[src/rtl/fifo_wr_arbiter_pkg.sv]
// rtl/fifo_wr_arbiter_pkg.sv - shared types and helpers for the FIFO write arbiter
package fifo_arb_pkg;

  typedef enum logic {IDLE, BURST} arb_state_t;

  // Index width that never collapses to zero bits for single-entry cases.
  function automatic int clog2_min1(input int n);
    return (n <= 2) ? 1 : $clog2(n);
  endfunction

endpackage

[src/rtl/fifo_wr_arbiter_if.sv]
// rtl/fifo_wr_arbiter_if.sv - FIFO write-port bundle with master/slave views
interface fifo_if #(
  parameter int DATA_WIDTH = 32
);
  logic [DATA_WIDTH-1:0] wdata;
  logic                  wen;
  logic                  full;
  logic                  almost_full;

  modport master (output wdata, output wen, input full, input almost_full);
  modport slave  (input wdata, input wen, output full, output almost_full);
endinterface

[src/rtl/fifo_wr_arbiter_rr_picker.sv]
// rtl/fifo_wr_arbiter_rr_picker.sv - combinational round-robin first-set picker
module rr_picker
  import fifo_arb_pkg::*;
#(
  parameter int N = 4,
  parameter int W = clog2_min1(N)
) (
  input  logic [N-1:0] req,
  input  logic [W-1:0] ptr,
  output logic         any,
  output logic [W-1:0] idx
);

  logic [2*N-1:0] dbl;
  logic [W-1:0]   off;
  logic [W:0]     sum;

  always_comb begin
    dbl = {req, req} >> ptr;
    any = 1'b0;
    off = '0;
    // Descending scan so the lowest rotated position (closest to ptr) wins.
    for (int i = N - 1; i >= 0; i--) begin
      if (dbl[i]) begin
        any = 1'b1;
        off = W'(i);
      end
    end
    sum = {1'b0, ptr} + {1'b0, off};
    idx = (sum >= (W+1)'(N)) ? W'(sum - (W+1)'(N)) : W'(sum);
  end

endmodule

[src/rtl/fifo_wr_arbiter.sv]
// rtl/fifo_wr_arbiter.sv - round-robin packet arbiter sharing one FIFO write port
module fifo_wr_arbiter
  import fifo_arb_pkg::*;
#(
  parameter int NUM_REQ    = 4,
  parameter int DATA_WIDTH = 32,
  parameter int MAX_BURST  = 8
) (
  input  logic                          clk,
  input  logic                          rst,
  input  logic [NUM_REQ-1:0]            req_valid,
  input  logic [NUM_REQ*DATA_WIDTH-1:0] req_data,
  input  logic [NUM_REQ-1:0]            req_last,
  output logic [NUM_REQ-1:0]            req_ready,
  fifo_if.master                        fifo,
  output logic [$clog2(NUM_REQ)-1:0]    grant_id,
  output logic                          busy
);

  localparam int GW = $clog2(NUM_REQ);
  localparam int CW = $clog2(MAX_BURST + 1);

  arb_state_t            state;
  logic [GW-1:0]         rr_ptr;
  logic [CW-1:0]         beat_cnt;
  logic                  pick_any;
  logic [GW-1:0]         pick_idx;
  logic                  sel_valid;
  logic                  sel_last;
  logic [DATA_WIDTH-1:0] sel_data;
  logic                  can_accept;
  logic                  accept;
  logic                  burst_end;

  rr_picker #(
    .N (NUM_REQ),
    .W (GW)
  ) u_picker (
    .req (req_valid),
    .ptr (rr_ptr),
    .any (pick_any),
    .idx (pick_idx)
  );

  always_comb begin
    sel_valid = 1'b0;
    sel_last  = 1'b0;
    sel_data  = '0;
    for (int i = 0; i < NUM_REQ; i++) begin
      if (grant_id == GW'(i)) begin
        sel_valid = req_valid[i];
        sel_last  = req_last[i];
        sel_data  = req_data[i*DATA_WIDTH +: DATA_WIDTH];
      end
    end
  end

  // A write already in flight into the last free slot must block the next beat.
  always_comb begin
    can_accept = !fifo.full && !(fifo.almost_full && fifo.wen);
    req_ready  = '0;
    if (state == BURST && can_accept) begin
      req_ready[grant_id] = 1'b1;
    end
    accept    = (state == BURST) && can_accept && sel_valid;
    burst_end = accept && (sel_last || (beat_cnt == CW'(MAX_BURST - 1)));
  end

  always_ff @(posedge clk) begin
    if (rst) begin
      state      <= IDLE;
      rr_ptr     <= '0;
      beat_cnt   <= '0;
      grant_id   <= '0;
      busy       <= 1'b0;
      fifo.wen   <= 1'b0;
      fifo.wdata <= '0;
    end else begin
      fifo.wen <= 1'b0;
      case (state)
        IDLE: begin
          if (pick_any) begin
            grant_id <= pick_idx;
            beat_cnt <= '0;
            busy     <= 1'b1;
            state    <= BURST;
          end
        end
        BURST: begin
          if (accept) begin
            fifo.wen   <= 1'b1;
            fifo.wdata <= sel_data;
            beat_cnt   <= beat_cnt + CW'(1);
            if (burst_end) begin
              state  <= IDLE;
              busy   <= 1'b0;
              rr_ptr <= (grant_id == GW'(NUM_REQ - 1)) ? '0 : grant_id + GW'(1);
            end
          end
        end
        default: state <= IDLE;
      endcase
    end
  end

endmodule

[src/flat_wrapper.sv]
// flat-port wrapper written by rule: the top's interface ports become plain ports
module fifo_wr_arbiter_flat import fifo_arb_pkg::*;
#(
  parameter int NUM_REQ    = 4,
  parameter int DATA_WIDTH = 32,
  parameter int MAX_BURST  = 8
)
  (clk, rst, req_valid, req_data, req_last, req_ready, grant_id, busy, fifo_wdata, fifo_wen, fifo_full, fifo_almost_full);
  fifo_if #(.DATA_WIDTH(DATA_WIDTH)) fifo_i ();
  input  logic clk;
  input  logic rst;
  input  logic [NUM_REQ-1:0] req_valid;
  input  logic [NUM_REQ*DATA_WIDTH-1:0] req_data;
  input  logic [NUM_REQ-1:0] req_last;
  output logic [NUM_REQ-1:0] req_ready;
  output logic [$clog2(NUM_REQ)-1:0] grant_id;
  output logic busy;
  output wire logic [$bits(fifo_i.wdata)-1:0] fifo_wdata;
  output wire logic [$bits(fifo_i.wen)-1:0] fifo_wen;
  input wire logic [$bits(fifo_i.full)-1:0] fifo_full;
  input wire logic [$bits(fifo_i.almost_full)-1:0] fifo_almost_full;
  assign fifo_wdata = fifo_i.wdata;
  assign fifo_wen = fifo_i.wen;
  assign fifo_i.full = fifo_full;
  assign fifo_i.almost_full = fifo_almost_full;
  fifo_wr_arbiter #(.NUM_REQ(NUM_REQ), .DATA_WIDTH(DATA_WIDTH), .MAX_BURST(MAX_BURST)) u_core (.clk(clk), .rst(rst), .req_valid(req_valid), .req_data(req_data), .req_last(req_last), .req_ready(req_ready), .fifo(fifo_i), .grant_id(grant_id), .busy(busy));
endmodule
[config.mk]
export PLATFORM = sky130hd
export DESIGN_NAME = fifo_wr_arbiter_flat
export DESIGN_NICKNAME = d
export VERILOG_FILES = /design/src/rtl/fifo_wr_arbiter_pkg.sv /design/src/rtl/fifo_wr_arbiter_if.sv /design/src/rtl/fifo_wr_arbiter_rr_picker.sv /design/src/rtl/fifo_wr_arbiter.sv /design/src/flat_wrapper.sv
export SDC_FILE = /design/constraint.sdc
export NUM_CORES = 1
export LEC_CHECK = 0
export CORE_MARGIN = 2
export CORE_UTILIZATION = 42
export CTS_CLUSTER_SIZE = 24
export DETAILED_ROUTE_END_ITERATION = 6
export PLACE_DENSITY = 0.88
export SLEW_MARGIN = 20
export SYNTH_ARGS = -nofsm -noshare
export SYNTH_HDL_FRONTEND = slang
export SYNTH_SLANG_ARGS = --single-unit
[constraint.sdc]
create_clock -name clk -period 5.7 [get_ports clk]
set_input_delay 0.855 -clock clk [delete_from_list [all_inputs] [get_ports clk]]
set_output_delay 0.855 -clock clk [all_outputs]
set_load 0.01 [all_outputs]
# ---- After elaboration in Yosys (flattened, before gate mapping)
# Cells that the tools add are included.
dict set report word_totals {
  word_cells 76
  input_bits 140
  output_inout_bits 40
  reg_bits 43
}
dict set report classes {
  order_cmp 3
  n_mux 37
  n_eq_ne 7
  bitwise 1
  reduce_logical 16
  shifts 1
  addsub 4
}
# cell n
set ops {}
lappend ops {{$mux W32} 4}
lappend ops {{$mux W1} 20}
lappend ops {{$mux W2} 6}
lappend ops {{$mux W4} 3}
lappend ops {{$pmux W4 S2} 1}
lappend ops {{$shr A8 B2 Y4} 1}
lappend ops {{$logic_and A1 B1 Y1} 6}
lappend ops {{$reduce_and A2 Y1} 3}
lappend ops {{$reduce_and A3 Y1} 2}
lappend ops {{$add A4 B1 Y4 const B} 1}
lappend ops {{$eq A2 B2 Y1 const B} 2}
lappend ops {{$eq A4 B3 Y1 const B} 1}
lappend ops {{$ne A2 B2 Y1 const B} 2}
lappend ops {{$pmux W1 S2} 2}
lappend ops {{$add A2 B2 Y3} 1}
lappend ops {{$ge A3 B3 Y1 const B} 1}
lappend ops {{$lt A2 B3 Y1 const B} 1}
lappend ops {{$add A2 B1 Y2 const B} 1}
lappend ops {{$demux W1 S2} 1}
lappend ops {{$eq A2 B1 Y1 const B} 1}
lappend ops {{$ge A2 B1 Y1 const B} 1}
lappend ops {{$logic_not A1 Y1} 2}
lappend ops {{$logic_not A2 Y1} 1}
lappend ops {{$ne A2 B1 Y1 const B} 1}
lappend ops {{4 further kinds} 4}

# ---- Longest topological paths before layout
dict set report depth {
  depth_word 10
  mapped_depth 10
  depth_no_buf 9
}

# ---- By module
# From an unflattened synthesis, not the netlist that was laid out.
dict set report hier_totals {
  hier_cells 364
  hier_area_um2 3121.7
}
# mod cells_each area_per_inst_um2 seq_area_each_um2 n_inst
set modules_own_cells {}
lappend modules_own_cells {fifo_wr_arbiter 341 2941.6 860.8 1}
lappend modules_own_cells {rr_picker 23 180.2 0.0 1}

# ---- Worst setup path before layout
# No wires, ideal clock.
dict set report synth_path {
  path_type {flip-flop to output port}
  startpoint {register u_core.grant_id[0]}
  endpoint {output port req_ready[3]}
  required_ps 4845
  n_path_buf 3
  arrival_ps 1682
  setup_slack_ps 3163
  path_stages_with_launch 6
  cell_sequence {dfxtp_1 ha_1 clkbuf_1 clkbuf_1 clkbuf_1 and3_1}
}
dict set report synth_via {
  elab_chain_cells 5
  elab_cells_between_ends 6
  cone_classes {order compare: 2; mux: 3; reduce/logical: 1}
}
# item line_no
set synth_lines {}
lappend synth_lines {{start, declared} fifo_wr_arbiter.sv:16} ;# output logic [$clog2(NUM_REQ)-1:0] grant_id,
lappend synth_lines {{start signal, assigned} fifo_wr_arbiter.sv:83} ;# grant_id <= pick_idx;
lappend synth_lines {{$lt A2 B3 Y1 (implied by the code) / $ge A2 B1 Y1 (equally long branches)} fifo_wr_arbiter.sv:63} ;# req_ready[grant_id] = 1'b1;
lappend synth_lines {{$logic_and A1 B1 Y1 (implied by the code)} fifo_wr_arbiter.sv:63}
lappend synth_lines {{$mux W1 (implied by the code)} fifo_wr_arbiter.sv:63}
lappend synth_lines {{$demux W1 S2 *} -}
lappend synth_lines {{$mux W4 *} fifo_wr_arbiter.sv:62} ;# if (state == BURST && can_accept) begin
lappend synth_lines {{end, declared} flat_wrapper.sv:15} ;# output logic [NUM_REQ-1:0] req_ready;
# Mark *: on every way between the ends. The rest lies on a longest branch, timed or not.

# ---- Worst setup path in the final report
dict set report layout_path {
  startpoint {register u_core.grant_id[1]}
  endpoint {output port req_ready[2]}
}
# The elaborated chain is that of the path after synthesis.

==> flow_metrics.py <==
metrics = {
    "clock_network": {
        "cts_htree_levels": 2,
        "holdBufCountCts": 0,
        "cts_setup_buffers": 0,
        "cts_buffer_depth": 2,
        "cts_made_buffers": 5,
        "cts_root_buf": "clkbuf_8",
        "cts_tree": "done",
        "clkTransAtPathRegs_ns": 0.09,
        "cts_sinks": 43,
        "clock_latency_ns": 0.30,
        "cts_resized": 0,
    },
    "global_routing": {
        "overflow": 0,
        "antenna_found_initial": 0,
        "grt_pass1_vias": 3625,
        "grt_max_degree": 44,
        "track_usage_pct": 26.1,
        "grt_pass1_wl_microns": 17600,
    },
    "run_status": {
        "status": "finished, final reports clean",
    },
    "worst_setup_path": {
        "critPathMaxFanout": 39,
        "worst_ep_arrival_time_ns": 2.63,
        "cpMaxStageDelayCell": "ha_2",
        "cpLargestDelayFamily": "buffers and inverters",
        "endpoint_kind": "primary output",
        "crit_path_start_kind": "flop",
        "path_class": "reg -> out",
        "worst-path-buf-inv": 2,
        "worstPathCellList": "ha_2 -> buf_4 -> and3_1 -> clkdlybuf4s50_1",
        "required_ns": 4.85,
        "critical_path.max_stage_delay_ns": 0.63,
    },
    "min_path": {
        "min_path_type": "reg -> reg",
    },
    "synthesis": {
        "ys_seq_area_share_pct": 27.8,
        "syn_inst": 364,
        "syn_area_sq_mm": 0.00309,
        "ys_warn_count": 0,
        "ys_seq_elements": 43,
        "synthDistinctLibCells": 46,
        "synthFlopType": "dfxtp_1",
        "avgSynthCellArea_sq_um": 8.50,
        "synth-async-reset-ratio_pct": 0,
        "syn_nets": 510,
        "synth-edff-count": 0,
    },
    "timing": {
        "fmax_ghz": 0.287,
        "fin_crit_sh_pct": 61.1,
        "fin_crit_ns": 3.48,
        "slew_viol_final": 0,
        "worstMarginPinSlew_ns": 0.967,
        "relSlewSlack_pct": 34.9,
        "grt_setup_unrepaired": "no",
        "tns_ns": 0,
        "clock_skew_ns": 0.00580,
        "finalHoldViolations": 0,
        "fin_ws_ns": 2.22,
        "setup_viol": 0,
    },
    "floorplan": {
        "dieArea_sq_mm": 0.00807,
        "die_w_microns": 89.8,
        "num_rows": 31,
        "die_y_microns": 89.8,
        "ios": 180,
        "core_area_sq_mm": 0.00718,
        "start_util_pct": 43.1,
    },
    "final_layout": {
        "nets": 661,
        "num_antenna_cells": 0,
        "layout-drive-gt1-share_pct": 10.7,
        "synthToLayoutAreaGrowth_pct": 60.6,
    },
    "drt": {
        "drc": 0,
        "avgRoutedWirePerCell_microns": 17.6,
        "drtAntennaViolNets": 0,
        "drtPass1Iterations": 6,
        "routed_wl_microns": 10800,
        "via_count": 3542,
        "vias_per_cell": 5.77,
        "dr.first_iter.drc_count": 147,
    },
    "pwr": {
        "powerDensity_mw_per_mm2": 190,
        "max-vdd-ir-drop_mv": 0.0981,
        "power.leakage_nw": 1.82,
    },
    "flow_run": {
        "max_cap_viol_count": 0,
    },
    "placed_design": {
        "dp_hpwl_microns": 7740,
        "place_ws_ns": 2.43,
        "numPortBuffers": 179,
        "gp_congestion": 0.844,
    },
}
## through the flow
stage / instances / util [%] / hold WS [ns] / power (mW) / instance area, sq um
6_report: 614 / 69.3 / 0.494 / 0.945 / 4970
5_1_grt: 614 / 69.3 / 0.527 / 0.990 / 4970
4_1_cts: 613 / 69.0 / 0.495 / 0.944 / 4950
3_5_place_dp: 606 / 67.8 / 0.479 / 0.745 / 4860
3_3_place_gp: 606 / 67.7 / 0.473 / 0.734 / 4860
2_1_floorplan: 364 / - / 0.461 / 0.564 / 3090
## power by group
part	internal [mW]	switching, mW	total (mW)
Sequential	0.322	0.0153	0.337
Clock	0.0953	0.108	0.204
Combinational	0.221	0.184	0.404
## cells in the final DEF, fill, tap and decap left out, types with 5 or more instances in the layout
cell type	n
a211o_1	32
a21oi_1	37
a221oi_1	32
a311oi_2	30
and3_1	5
buf_4	6
clkbuf_8	6
clkdlybuf4s50_1	178
dfxtp_1	43
inv_1	39
nand2_1	40
nand3_1	5
nor2_1	10
## synth_stat cells (2+ instances only)
library cell	instances	area share [%]
dfxtp_1	43	28
nand2_1	40	4.9
inv_1	39	4.7
a21oi_1	37	6.0
a211o_1	32	9.1
a221oi_1	32	9.1
a311oi_2	30	15
clkbuf_1	25	3.0
buf_2	10	1.6
nor2_1	10	1.2
ha_1	6	2.4
and3_1	5	1.0
nand3_1	5	0.81
nor3_1	4	0.65
buf_1	3	0.36
buf_6	3	1.1
o21ai_0	3	0.49
o221ai_1	3	0.85
a211oi_1	2	0.49
a311oi_1	2	0.57
nand2b_1	2	0.40
nand3b_1	2	0.49
nor2b_1	2	0.40
or4_1	2	0.49
## cells by family (layout without fill, tap and decap cells)
logic type	Yosys count	after routing	synth area share [%]
xor+xnor	1	1	0.283
flops	43	43	27.8
mux	3	3	1.42
compound gates	152	152	44.7
buf+inv	81	232	11.1
fa+ha+maj	6	6	2.43
simple gates	78	78	12.3
## metal layers
metal	global-route usage, %	vias to the layer above	wire length [microns]	part of all wire (%)
li1	-	1694	-	-
met2	46.9	140	5370	50
met3	6.29	19	682	6.3
met1	30.3	1689	4540	42
met5	0	-	0	0
met4	8.72	0	201	1.9
## registers in the layout (all words and copies together), names as in the netlist
signal             count
u_core.beat_cnt        4
u_core.rr_ptr          2
u_core.fifo.wen        1
u_core.grant_id        2
u_core.fifo.wdata     32
u_core.state           1
u_core.busy            1
## tightest hold or removal path: stages, from the launching register on
cell and delay [ns]:
dfxtp_1 0.32, nor2_1 0.09, nor3_1 0.05
## final cells by class
cell class	instances	area (sq um)
Clock inverter	1	5.00
Fill cell	571	2210
Timing Repair Buffer	186	1850
Sequential cell	43	861
Multi-Input combinational cell	240	1900
Clock buffer	6	82.6
Inverter	39	146
Tap cell	99	124
## final timing paths
path | end | slack, ns | startpoint | depth (start not counted)
worst max-delay path | req_ready[2] | 2.22 | u_core.grant_id[1] | 4
worst min-delay path | u_core.busy | 0.49 | u_core.busy | 2
worst max register to register | u_core.fifo.wdata[23] | 2.44 | u_core.grant_id[1] | 7
worst min register to register | u_core.busy | 0.49 | u_core.busy | 2
Note: power is estimated with default switching activity, not from simulation.
